==> src/rtl/all_pkgs.sv <==
// rtl/all_pkgs.sv - shared types and constants for the multi-cycle RV32I controller
//
// Contents:
//   WIDTH          instruction / counter width (32)
//   OP_*           RV32I major opcodes handled by the controller
//   ctrl_state_t   controller FSM states
//   alu_op_t       ALU operation select driven on alu_op
//   imm_sel_t      immediate format select driven on imm_sel
package all_pkgs;

  localparam int WIDTH = 32;

  localparam logic [6:0] OP_R      = 7'b0110011;
  localparam logic [6:0] OP_IMM    = 7'b0010011;
  localparam logic [6:0] OP_LOAD   = 7'b0000011;
  localparam logic [6:0] OP_STORE  = 7'b0100011;
  localparam logic [6:0] OP_BRANCH = 7'b1100011;

  typedef enum logic [2:0] {
    ST_IDLE   = 3'd0,
    ST_FETCH  = 3'd1,
    ST_DECODE = 3'd2,
    ST_EXEC   = 3'd3,
    ST_MEM    = 3'd4,
    ST_WB     = 3'd5,
    ST_TRAP   = 3'd6
  } ctrl_state_t;

  typedef enum logic [1:0] {
    ALU_ADD   = 2'd0,
    ALU_FUNCT = 2'd1,
    ALU_CMP   = 2'd2
  } alu_op_t;

  typedef enum logic [1:0] {
    IMM_I = 2'd0,
    IMM_S = 2'd1,
    IMM_B = 2'd2
  } imm_sel_t;

endpackage

==> src/rtl/instr_legal_chk.sv <==
// rtl/instr_legal_chk.sv - combinational legality check of a decoded RV32I encoding
//
// Ports:
//   opcode  in  7  decoded opcode
//   funct3  in  3  decoded funct3
//   funct7  in  7  decoded funct7
//   legal   out 1  encoding is one the controller can sequence
module instr_legal_chk
  import all_pkgs::*;
(
  input  logic [6:0] opcode,
  input  logic [2:0] funct3,
  input  logic [6:0] funct7,
  output logic       legal
);

  always_comb begin
    legal = 1'b0;
    case (opcode)
      // Only ADD/SUB and SRL/SRA have a funct7=0100000 variant.
      OP_R: legal = (funct7 == 7'b0000000) ||
                    ((funct7 == 7'b0100000) && ((funct3 == 3'b000) || (funct3 == 3'b101)));
      // funct7 only matters for the shift-immediate forms.
      OP_IMM: begin
        case (funct3)
          3'b001:  legal = (funct7 == 7'b0000000);
          3'b101:  legal = (funct7 == 7'b0000000) || (funct7 == 7'b0100000);
          default: legal = 1'b1;
        endcase
      end
      OP_LOAD: legal = (funct3 == 3'b000) || (funct3 == 3'b001) || (funct3 == 3'b010) ||
                       (funct3 == 3'b100) || (funct3 == 3'b101);
      OP_STORE: legal = (funct3 == 3'b000) || (funct3 == 3'b001) || (funct3 == 3'b010);
      OP_BRANCH: legal = (funct3 != 3'b010) && (funct3 != 3'b011);
      default: legal = 1'b0;
    endcase
  end

endmodule

==> src/rtl/multicycle_ctrl.sv <==
// rtl/multicycle_ctrl.sv - multi-cycle FETCH/DECODE/EXEC/MEM/WB control FSM for RV32I
//
// Optional feature: define MULTICYCLE_CTRL_PERF_EN to build the instret counter;
// otherwise instret is tied to 0.
//
// Ports:
//   clk, rst_n                 clock (rising edge), asynchronous active-low reset
//   opcode/funct3/funct7/rd    fields of the instruction register
//   imem_ack                   fetch accepted, IR data valid this cycle
//   dmem_ack                   data access completed this cycle
//   branch_taken               ALU compare result (used in EXEC)
//   imem_req, ir_we            fetch request, IR load strobe
//   pc_we, pc_sel              PC update strobe, 0 = PC+4 / 1 = branch target
//   imm_sel, alu_src_imm       immediate format, ALU operand B = immediate
//   alu_op                     0 = ADD, 1 = FUNCT, 2 = CMP
//   dmem_req, dmem_we          data access request, store
//   rf_we, wb_sel              register write strobe, 0 = ALU / 1 = memory data
//   illegal, halted            illegal-encoding pulse in DECODE, TRAP indication
//   instret                    retired-instruction count
module multicycle_ctrl
  import all_pkgs::*;
(
  input  logic             clk,
  input  logic             rst_n,
  input  logic [6:0]       opcode,
  input  logic [2:0]       funct3,
  input  logic [6:0]       funct7,
  input  logic [4:0]       rd,
  input  logic             imem_ack,
  input  logic             dmem_ack,
  input  logic             branch_taken,
  output logic             imem_req,
  output logic             ir_we,
  output logic             pc_we,
  output logic             pc_sel,
  output logic [1:0]       imm_sel,
  output logic             alu_src_imm,
  output logic [1:0]       alu_op,
  output logic             dmem_req,
  output logic             dmem_we,
  output logic             rf_we,
  output logic             wb_sel,
  output logic             illegal,
  output logic             halted,
  output logic [WIDTH-1:0] instret
);

  ctrl_state_t state_q, state_d;
  logic        legal;

  instr_legal_chk u_legal (
    .opcode (opcode),
    .funct3 (funct3),
    .funct7 (funct7),
    .legal  (legal)
  );

  always_ff @(posedge clk or negedge rst_n) begin
    if (!rst_n) state_q <= ST_IDLE;
    else        state_q <= state_d;
  end

  // The IR fields are held stable from DECODE until the pc_we cycle, so EXEC,
  // MEM and WB re-derive the instruction class from opcode instead of storing it.
  always_comb begin
    state_d     = state_q;
    imem_req    = 1'b0;
    ir_we       = 1'b0;
    pc_we       = 1'b0;
    pc_sel      = 1'b0;
    imm_sel     = IMM_I;
    alu_src_imm = 1'b0;
    alu_op      = ALU_ADD;
    dmem_req    = 1'b0;
    dmem_we     = 1'b0;
    rf_we       = 1'b0;
    wb_sel      = 1'b0;
    illegal     = 1'b0;
    halted      = 1'b0;

    case (state_q)
      ST_IDLE: state_d = ST_FETCH;

      ST_FETCH: begin
        imem_req = 1'b1;
        if (imem_ack) begin
          ir_we   = 1'b1;
          state_d = ST_DECODE;
        end
      end

      ST_DECODE: begin
        if (legal) begin
          state_d = ST_EXEC;
        end else begin
          illegal = 1'b1;
          state_d = ST_TRAP;
        end
      end

      ST_EXEC: begin
        case (opcode)
          OP_R: begin
            alu_op  = ALU_FUNCT;
            state_d = ST_WB;
          end
          OP_IMM: begin
            alu_op      = ALU_FUNCT;
            alu_src_imm = 1'b1;
            imm_sel     = IMM_I;
            state_d     = ST_WB;
          end
          OP_LOAD: begin
            alu_op      = ALU_ADD;
            alu_src_imm = 1'b1;
            imm_sel     = IMM_I;
            state_d     = ST_MEM;
          end
          OP_STORE: begin
            alu_op      = ALU_ADD;
            alu_src_imm = 1'b1;
            imm_sel     = IMM_S;
            state_d     = ST_MEM;
          end
          OP_BRANCH: begin
            alu_op  = ALU_CMP;
            imm_sel = IMM_B;
            pc_we   = 1'b1;
            pc_sel  = branch_taken;
            state_d = ST_FETCH;
          end
          // Unreachable while the IR is held stable; fail safe rather than run on.
          default: state_d = ST_TRAP;
        endcase
      end

      ST_MEM: begin
        dmem_req = 1'b1;
        dmem_we  = (opcode == OP_STORE);
        if (dmem_ack) begin
          if (opcode == OP_STORE) begin
            pc_we   = 1'b1;
            state_d = ST_FETCH;
          end else begin
            state_d = ST_WB;
          end
        end
      end

      ST_WB: begin
        rf_we   = (rd != 5'd0);
        wb_sel  = (opcode == OP_LOAD);
        pc_we   = 1'b1;
        state_d = ST_FETCH;
      end

      ST_TRAP: halted = 1'b1;

      default: state_d = ST_IDLE;
    endcase
  end

`ifdef MULTICYCLE_CTRL_PERF_EN
  logic [WIDTH-1:0] instret_q, instret_d;

  // One pc_we pulse per retired instruction; natural wrap at all-ones.
  always_comb instret_d = instret_q + {{(WIDTH-1){1'b0}}, pc_we};

  always_ff @(posedge clk or negedge rst_n) begin
    if (!rst_n) instret_q <= '0;
    else        instret_q <= instret_d;
  end

  assign instret = instret_q;
`else
  assign instret = '0;
`endif

endmodule

==> config.mk <==
export PLATFORM = sky130hd
export DESIGN_NAME = multicycle_ctrl
export DESIGN_NICKNAME = d
export VERILOG_FILES = /design/src/rtl/all_pkgs.sv /design/src/rtl/instr_legal_chk.sv /design/src/rtl/multicycle_ctrl.sv
export SDC_FILE = /design/constraint.sdc
export NUM_CORES = 1
export LEC_CHECK = 0
export ABC_AREA = 0
export BUFFER_PORTS_ARGS = -buffer_cell sky130_fd_sc_hd__buf_2
export CORE_MARGIN = 3
export CORE_UTILIZATION = 36
export CTS_CLUSTER_DIAMETER = 50
export DETAILED_ROUTE_END_ITERATION = 12
export HOLD_SLACK_MARGIN = 0.05
export PLACE_DENSITY = 0.89
export SYNTH_ARGS = -nofsm -noshare
export SYNTH_HDL_FRONTEND = slang
export SYNTH_SLANG_ARGS = --single-unit
==> constraint.sdc <==
create_clock -name clk -period 1.7 [get_ports clk]
set_clock_uncertainty 0.15 [all_clocks]
set_input_delay 0.255 -clock clk [delete_from_list [all_inputs] [get_ports clk]]
set_output_delay 0.255 -clock clk [all_outputs]
set_load 0.005 [all_outputs]
==> results_dict.tcl, run 1 <==
set metrics [dict create \
    timing.critical_path.cells "nand2b_4 -> nor2_2 -> and2_4 -> a221o_1 -> buf_2" \
    drv.max_cap_violation_count 0 \
    drtPass1Iterations 4 \
    fp-row-count 15 \
    antenna_cells_inserted 0 \
    gr-total-overflow 0 \
    final_area_mm2 0.00110 \
    finalHoldWorstSlack_ns 0.204 \
    post_synth_arst_share_pct 100 \
    m1_gr_usage_pct 12.6 \
    io_buffer_count 41 \
    cts-buffers-inserted 3 \
    total_leakage_power_nw 0.595 \
    status "finished with violations" \
    synth_top_cells_by_area "buf_4 (33%), dfrtp_1 (10%), nor2_1 (5.6%)" \
    final-hold-violation-count 0 \
    number_of_antenna_violations_at_the_first_check_in_global_routing 0 \
    grt-busiest-layer "met2" \
    post-synth-top-area-cell "buf_4" \
    synth.ff_latch_count 3 \
    yosysWarnings 0 \
    global_route_wire_length_before_repair_um 2700 \
    biggestRegsByFlops "state_q (3)" \
    cp.required_ns 1.29 \
    tritoncts "built" \
    place_congestion 0.810 \
    violations_in_the_final_reports "negative setup slack" \
    totalWireLength_um 2120 \
    die_area_mm2 0.00265 \
    globalRouteMet3Util_pct 3.79 \
    boundaryPins 74 \
    drt-wirelength-per-cell_um 11.3 \
    power.ir.vdd_worst_mv 0.491 \
    ctsRootBufferMaster "clkbuf_4" \
    cts_htree_levels 1 \
    die_height_um 51.4 \
    crit_path_end_kind "primary output" \
    largest_register_ff_count 3 \
    arrival_ns 1.41 \
    drive_above_1_share_pct 55.8 \
    number_of_global_route_vias_before_repair 687 \
    hold_path.class "in -> async" \
    number_of_synthesized_flops_with_an_enable_pin 0 \
    finalWorstSetupSlack_ns -0.110 \
    fp.coreArea_mm2 0.00184 \
    fin_total_pwr_uw 974 \
    die_w_um 51.4 \
    timing.rr.end "state_q[0]$_DFFE_PN0P_" \
    synthToLayoutAreaGrowth_pct 47.5 \
    dr.first_iter.drc_count 5 \
    register_ranked_first_by_flip_flop_count "state_q" \
    worst_r2r_path_depth 5 \
    critical_path.startpoint_type "register" \
    postSynthAreaPerCell_um2 7.29 \
    max_stage_delay_ns 0.47 \
    worstSetupPathType "reg -> out" \
    global_route_met2_utilization_pct 26.5 \
    postSynthCellCount 102 \
    drt_drc_violations_left 0 \
    timing.critical_path.fanout_max 6 \
    post-route-period-util_pct 106 \
    route.detailed.vias_per_inst 4.45 \
    dominantRegCellSynth "dfrtp_1" \
    max_freq_mhz 552 \
    finalNetCount 191 \
    drv_slew 0 \
    post_dp_area_um2 927 \
    cts.sink_count 3 \
    antenna_left 0 \
    critical_register_to_register_path_startpoint "state_q[0]$_DFFE_PN0P_" \
    grt_util_all_layers_pct 13.3 \
    synth.top_cell.area_share_pct 33.3 \
    synth-seq-area-share_pct 10.1 \
    initial_utilization_pct 40.4 \
    path_clk_slew_ns 0.04 \
    powerDensity_mw_per_mm2 889 \
    hpwl_um 1560 \
    finalCriticalPeriod_ns 1.81 \
    setup_repair_after_global_routing_missed_its_margin "yes" \
    vias 837 \
    netlist-cell-type-count 36 \
    insertion_delay_ns 0.22 \
    clock_path_buffers 2 \
    setup_viol_count_final 4 \
    netlist_area_um2 743 \
    maximum_number_of_pins_on_one_net_before_global_route_repair 9 \
    r2r_slack_ns 0.23 \
    worst_path_max_delay_cell "dfrtp_2" \
]
## area by class of cell
cell class / instances / area [um^2]
well taps: 25 / 31.3
clock buffers: 4 / 26.3
multi-input cells: 91 / 579
repair buffers: 62 / 369
flip-flops and latches: 3 / 78.8
fillers: 167 / 743
inverters: 3 / 11.3
## layer usage
layer	wire length, um	part of all wire [%]	up-vias
met5	0	0	-
met4	0	0	0
met3	203	9.6	0
met2	1140	54	52
li1	-	-	406
met1	771	36	379
## cells by family (layout without fill, tap and decap cells)
logic type	Yosys count	count (layout)	share of synthesized area, %
flops	3	3	10.1
simple gates	39	39	31.8
other cells	1	32	0.505
buf+inv	39	69	38.4
compound gates	20	20	19.2
## stage by stage
| step | TNS (ns) | utilization (%) | instances | setup WS [ns] |
|---|---|---|---|---|
| final | -0.265 | 59.6 | 188 | -0.110 |
| after global routing | -0.622 | 59.6 | 188 | -0.197 |
| after CTS | -0.262 | 55.2 | 185 | -0.0837 |
| after detailed placement | -0.129 | 50.4 | 177 | -0.0640 |
| after global placement | -0.0670 | 50.4 | 177 | -0.0444 |
| after floorplan | 0 | - | 133 | 0.0854 |
## Yosys cell counts, types with 2 or more instances
cell	number
nor3b_1	2
o21ai_0	4
nor2b_1	3
buf_6	2
a21oi_1	5
buf_4	33
nand2_1	4
and2_1	2
inv_1	3
nor2_1	11
nand2b_1	4
nor3_1	3
dfrtp_1	3
## how the worst max path moves through the flow
stage	startpoint	end	slack, ns	cells past startpoint
finish	state_q[2]$_DFFE_PN0P_	pc_we	-0.11	5
global route	opcode[4]	illegal	-0.20	8
CTS	state_q[0]$_DFFE_PN0P_	pc_we	-0.08	5
detailed placement	funct7[0]	illegal	-0.06	7
global placement	funct7[0]	illegal	-0.04	7
floorplan	state_q[2]$_DFFE_PN0P_	pc_we	0.09	5
## repair_timing
action	in CTS	in global routing
pin swaps	2	3
gates resized for setup	8	16
hold buffers	1	0
hold endpoints to repair	3	0
setup buffers	3	3
endpoints found under the setup margin	7	11
cloned	0	0
## layout by cell type (no fill, tap or decap), types with 2 or more instances in the layout
master	netlist	final
a21oi_2	1	2
nand2_2	0	3
a21oi_1	5	4
nor2b_1	3	2
nand2b_1	4	3
buf_4	33	19
nor2_1	11	5
nor3b_1	2	2
buf_2	0	41
clkbuf_4	0	3
inv_1	3	3
dfrtp_2	0	3
conb_1	1	32
nor3_1	3	2
nor2_2	0	5
o21ai_0	4	4
## worst max-delay path: cells and delay by family, from the launching register on
family	cells	cell delay, ns
AOI/OAI and AO/OA	1	0.31
buffers and inverters	1	0.13
DFF	1	0.47
and+or+nand+nor	3	0.27
## where the power goes
group | internal, mW | switching [mW] | total, mW
logic | 0.377 | 0.283 | 0.660
registers | 0.116 | 0.0768 | 0.193
clock network | 0.0878 | 0.0337 | 0.121
total | 0.580 | 0.393 | 0.974
(Power assumes the default switching activity.)
==> run 2, diff against run 1 <==
--- a/config.mk
+++ b/config.mk
@@ -12,7 +12,7 @@
 export CTS_CLUSTER_DIAMETER = 50
 export DETAILED_ROUTE_END_ITERATION = 12
 export HOLD_SLACK_MARGIN = 0.05
-export PLACE_DENSITY = 0.89
+export PLACE_DENSITY_LB_ADDON = 0.12
 export SYNTH_ARGS = -nofsm -noshare
 export SYNTH_HDL_FRONTEND = slang
 export SYNTH_SLANG_ARGS = --single-unit
==> results_dict.tcl, run 2 (synthesis results as in run 1) <==
set metrics [dict create \
    status "finished with violations" \
    violations_in_the_final_reports "negative setup slack" \
    totalWireLength_um 1950 \
    fin_total_pwr_uw 895 \
    commonest_cells_after_routing_fill_and_taps_aside "buf_2 (38), conb_1 (32), buf_4 (18)" \
    path_clk_slew_ns 0.04 \
    place_congestion 0.778 \
    insertion_delay_ns 0.24 \
    cts.sink_count 3 \
    post_dp_area_um2 927 \
    drive_above_1_share_pct 53.7 \
    maximum_number_of_pins_on_one_net_before_global_route_repair 9 \
    powerDensity_mw_per_mm2 808 \
    number_of_antenna_violations_at_the_first_check_in_global_routing 0 \
    drtPass1Iterations 4 \
    hold_path.class "in -> async" \
    timing.rr.end "state_q[0]$_DFFE_PN0P_" \
    critical_path.startpoint_type "register" \
    finalNetCount 190 \
    final-hold-violation-count 0 \
    finalCriticalPeriod_ns 1.79 \
    worst_r2r_path_depth 5 \
    clock_path_buffers 2 \
    vias 830 \
    number_of_global_route_vias_before_repair 688 \
    clock_power_share_pct 15.0 \
    worstSetupPathType "reg -> out" \
    synthToLayoutAreaGrowth_pct 49.0 \
    setup_repair_after_global_routing_missed_its_margin "yes" \
    place_inst 177 \
    power_frac_seq_pct 20.2 \
    io_buffer_count 41 \
    register_ranked_first_by_flip_flop_count "state_q" \
    grt_util_all_layers_pct 13.3 \
    switching_share_pct 40.2 \
    initial_utilization_pct 40.4 \
    cts-buffers-inserted 3 \
    antenna_cells_inserted 0 \
    ctsRootBufferMaster "clkbuf_4" \
    die_height_um 51.4 \
    arrival_ns 1.38 \
    die_w_um 51.4 \
    total_leakage_power_nw 0.596 \
    power.ir.vdd_worst_mv 0.447 \
    hpwl_um 1510 \
    drt_drc_violations_left 0 \
    critical_register_to_register_path_startpoint "state_q[0]$_DFFE_PN0P_" \
    post-route-period-util_pct 105 \
    antenna_left 0 \
    timing.critical_path.fanout_max 5 \
    drv.max_cap_violation_count 0 \
    cp.required_ns 1.29 \
    fp-row-count 15 \
    drt-wirelength-per-cell_um 10.4 \
    r2r_slack_ns 0.28 \
    netSwitchingPower_uw 359 \
    largest_register_ff_count 3 \
    combinationalPowerShare_pct 64.7 \
    final_area_mm2 0.00111 \
    instances_no_fill 187 \
    route.detailed.vias_per_inst 4.44 \
    fp.coreArea_mm2 0.00184 \
    gr-total-overflow 0 \
    global_route_wire_length_before_repair_um 2790 \
    final_common_cell "buf_2" \
    biggestRegsByFlops "state_q (3)" \
    crit_path_end_kind "primary output" \
    max_freq_mhz 560 \
    drv_slew 0 \
    boundaryPins 74 \
    die_area_mm2 0.00265 \
    dr.first_iter.drc_count 11 \
    cts_htree_levels 1 \
    tritoncts "built" \
    setup_viol_count_final 3 \
    finalWorstSetupSlack_ns -0.0872 \
    cellInternalPower_uw 536 \
]
[run 2: cell count changes in the layout (fill, tap and decap cells not counted), sizes merged]
cell and delta:
buf -1
[run 2: worst max-delay path by stage]
stage	startpoint	endpoint	slack [ns]	cells after the start
2_1_floorplan	state_q[2]$_DFFE_PN0P_	pc_we	0.09	5
3_3_place_gp	funct7[0]	illegal	-0.06	7
3_5_place_dp	opcode[6]	illegal	-0.08	7
4_1_cts	state_q[0]$_DFFE_PN0P_	pc_we	-0.12	5
5_1_grt	state_q[1]$_DFFE_PN0P_	pc_we	-0.14	6
6_report	state_q[1]$_DFFE_PN0P_	pc_we	-0.09	6
[run 2: power by group through the flow]
stage                     Clock, mW  Combinational [mW]  Sequential (mW)
after floorplan                   0               0.310            0.137
after detailed placement          0               0.438            0.163
after CTS                     0.139               0.509            0.176
after global routing          0.137               0.644            0.185
final                         0.135               0.579            0.181
after global placement            0               0.437            0.162
[run 2: worst max-delay path, cell delays in order (launching register included)]
cell and delay (ns):
dfrtp_2 0.44, nand2_1 0.09, nor2_2 0.04, nand2b_1 0.14, nor2_4 0.06, a221o_1 0.25
buf_2 0.12
[run 2: metrics by stage]
step	hold slack (ns)	util (%)	setup TNS, ns	setup slack, ns
2_1_floorplan	-0.191	-	0	0.0854
3_3_place_gp	-0.101	50.4	-0.0711	-0.0621
3_5_place_dp	-0.0995	50.4	-0.155	-0.0756
4_1_cts	0.185	54.4	-0.365	-0.116
5_1_grt	0.229	60.2	-0.548	-0.137
6_report	0.185	60.2	-0.192	-0.0872
[run 2: final cells by class]
cell class | count | area [um^2]
Clock buffer | 4 | 26.3
Fill cell | 171 | 732
Inverter | 3 | 11.3
Multi-Input combinational cell | 91 | 579
Sequential cell | 3 | 78.8
Tap cell | 25 | 31.3
Timing Repair Buffer | 61 | 380
[run 2: repair_timing]
item	CTS	global route
setup endpoints to repair	8	11
pin swaps	2	3
gates resized for setup	7	17
hold buffers	1	0
endpoints found under the hold margin	3	0
setup buffers	2	3
[run 2: metal layers]
metal  GRT usage, %  wire length [um]
met5              0                 0
met4           6.11                37
met3           1.17               234
met2           23.7               951
met1           15.8               730
==> run 3, diff against run 2 <==
--- a/config.mk
+++ b/config.mk
@@ -7,7 +7,6 @@
 export LEC_CHECK = 0
 export ABC_AREA = 0
 export BUFFER_PORTS_ARGS = -buffer_cell sky130_fd_sc_hd__buf_2
-export CORE_MARGIN = 3
 export CORE_UTILIZATION = 36
 export CTS_CLUSTER_DIAMETER = 50
 export DETAILED_ROUTE_END_ITERATION = 12
==> results_dict.tcl, run 3 (synthesis results as in run 1) <==
set metrics [dict create \
    route.detailed.vias_per_inst 4.34 \
    cts.sink_count 3 \
    die_height_um 47.4 \
    timing.critical_path.cells "nand2b_4 -> nor2_2 -> and2_1 -> a221o_1 -> buf_2" \
    fin_total_pwr_uw 893 \
    power.ir.vdd_worst_mv 0.450 \
    ctsRootBufferMaster "clkbuf_4" \
    clock_path_buffers 2 \
    status "finished with violations" \
    antenna_cells_inserted 0 \
    vias 820 \
    number_of_antenna_violations_at_the_first_check_in_global_routing 0 \
    drive_above_1_share_pct 52.5 \
    cts-buffers-inserted 3 \
    drtPass1Iterations 4 \
    cp.required_ns 1.29 \
    final-hold-violation-count 0 \
    pre_cts_slack_ns -0.0692 \
    setup_viol_count_final 3 \
    fp.coreArea_mm2 0.00194 \
    timing.critical_path.fanout_max 5 \
    drt_drc_violations_left 0 \
    global_route_wire_length_before_repair_um 2400 \
    commonest_cells_after_routing_fill_and_taps_aside "buf_2 (37), conb_1 (32), buf_4 (18)" \
    boundaryPins 74 \
    io_buffer_count 41 \
    totalWireLength_um 1790 \
    final_common_cell "buf_2" \
    cts_htree_levels 1 \
    biggestRegsByFlops "state_q (3)" \
    cp_num_buf_inv 1 \
    finalWorstSetupSlack_ns -0.0835 \
    register_ranked_first_by_flip_flop_count "state_q" \
    arrival_ns 1.38 \
    finalCriticalPeriod_ns 1.78 \
    crit_family "flip-flops" \
    dr.first_iter.drc_count 12 \
    drt-wirelength-per-cell_um 9.44 \
    die_w_um 47.4 \
    powerDensity_mw_per_mm2 808 \
    insertion_delay_ns 0.22 \
    worstSetupPathType "reg -> out" \
    largest_register_ff_count 3 \
    drv_slew 0 \
    drv.max_cap_violation_count 0 \
    total_leakage_power_nw 0.602 \
    setup_repair_after_global_routing_missed_its_margin "yes" \
    max_stage_delay_ns 0.41 \
    gr-total-overflow 0 \
    antenna_left 0 \
    synthToLayoutAreaGrowth_pct 48.7 \
    fp-row-count 16 \
    maximum_number_of_pins_on_one_net_before_global_route_repair 9 \
    max_freq_mhz 561 \
    post-route-period-util_pct 105 \
    finalNetCount 190 \
    tritoncts "built" \
    critical_path.startpoint_type "register" \
    violations_in_the_final_reports "negative setup slack" \
    place_congestion 0.824 \
    grt_util_all_layers_pct 14.0 \
    die_area_mm2 0.00225 \
    hpwl_um 1320 \
    initial_utilization_pct 38.3 \
    crit_path_end_kind "primary output" \
    hold_path.class "in -> async" \
    path_clk_slew_ns 0.04 \
    number_of_global_route_vias_before_repair 639 \
    worst_path_max_delay_cell "dfrtp_1" \
]
[run 3: routing by layer]
metal | part of all wire, % | vias to the layer above | GRT usage (%)
li1 | - | 406 | -
met2 | 54 | 45 | 26.6
met4 | 0 | 0 | 1.71
met5 | 0 | - | 0
met1 | 38 | 369 | 18.2
met3 | 8.7 | 0 | 0
[run 3: repair_timing]
item,4_1_cts,5_1_grt
endpoints found under the hold margin,3,0
hold buffers,1,0
setup endpoints to repair,7,11
gates resized for setup,10,15
pin swaps,2,3
buffers inserted,3,2
[run 3: final timing paths]
check | from | endpoint | slack, ns | cells past startpoint
max | state_q[0]$_DFFE_PN0P_ | pc_we | -0.08 | 5
min | rst_n | state_q[1]$_DFFE_PN0P_ | 0.21 | 2
max reg2reg | state_q[0]$_DFFE_PN0P_ | state_q[0]$_DFFE_PN0P_ | 0.16 | 6
min reg2reg | state_q[1]$_DFFE_PN0P_ | state_q[1]$_DFFE_PN0P_ | 0.40 | 1
max in group asynchronous | rst_n | state_q[2]$_DFFE_PN0P_ | 1.07 | 2
min in group clk | dmem_ack | state_q[2]$_DFFE_PN0P_ | 0.26 | 3
[run 3: power breakdown]
part / total [mW] / switching, mW / leakage [nW] / internal [mW]
Combinational: 0.601 / 0.258 / 0.553 / 0.343
Clock: 0.119 / 0.0317 / 0.0150 / 0.0876
Sequential: 0.172 / 0.0591 / 0.0341 / 0.113
[run 3: final cells by class]
cell class,count,area [um^2]
well taps,27,33.8
flip-flops and latches,3,77.6
repair buffers,61,387
multi-input cells,91,569
inverters,3,11.3
clock buffers,4,26.3
fillers,206,837
[run 3: metrics by stage]
step	util [%]	cells	cell area [um^2]	hold WS, ns	TNS (ns)
2_1_floorplan	-	133	860	-0.191	0
3_3_place_gp	47.9	179	930	-0.101	-0.0657
3_5_place_dp	47.9	179	930	-0.0997	-0.152
4_1_cts	52.7	187	1020	0.202	-0.192
5_1_grt	56.9	189	1100	0.213	-0.980
6_report	56.9	189	1100	0.210	-0.216
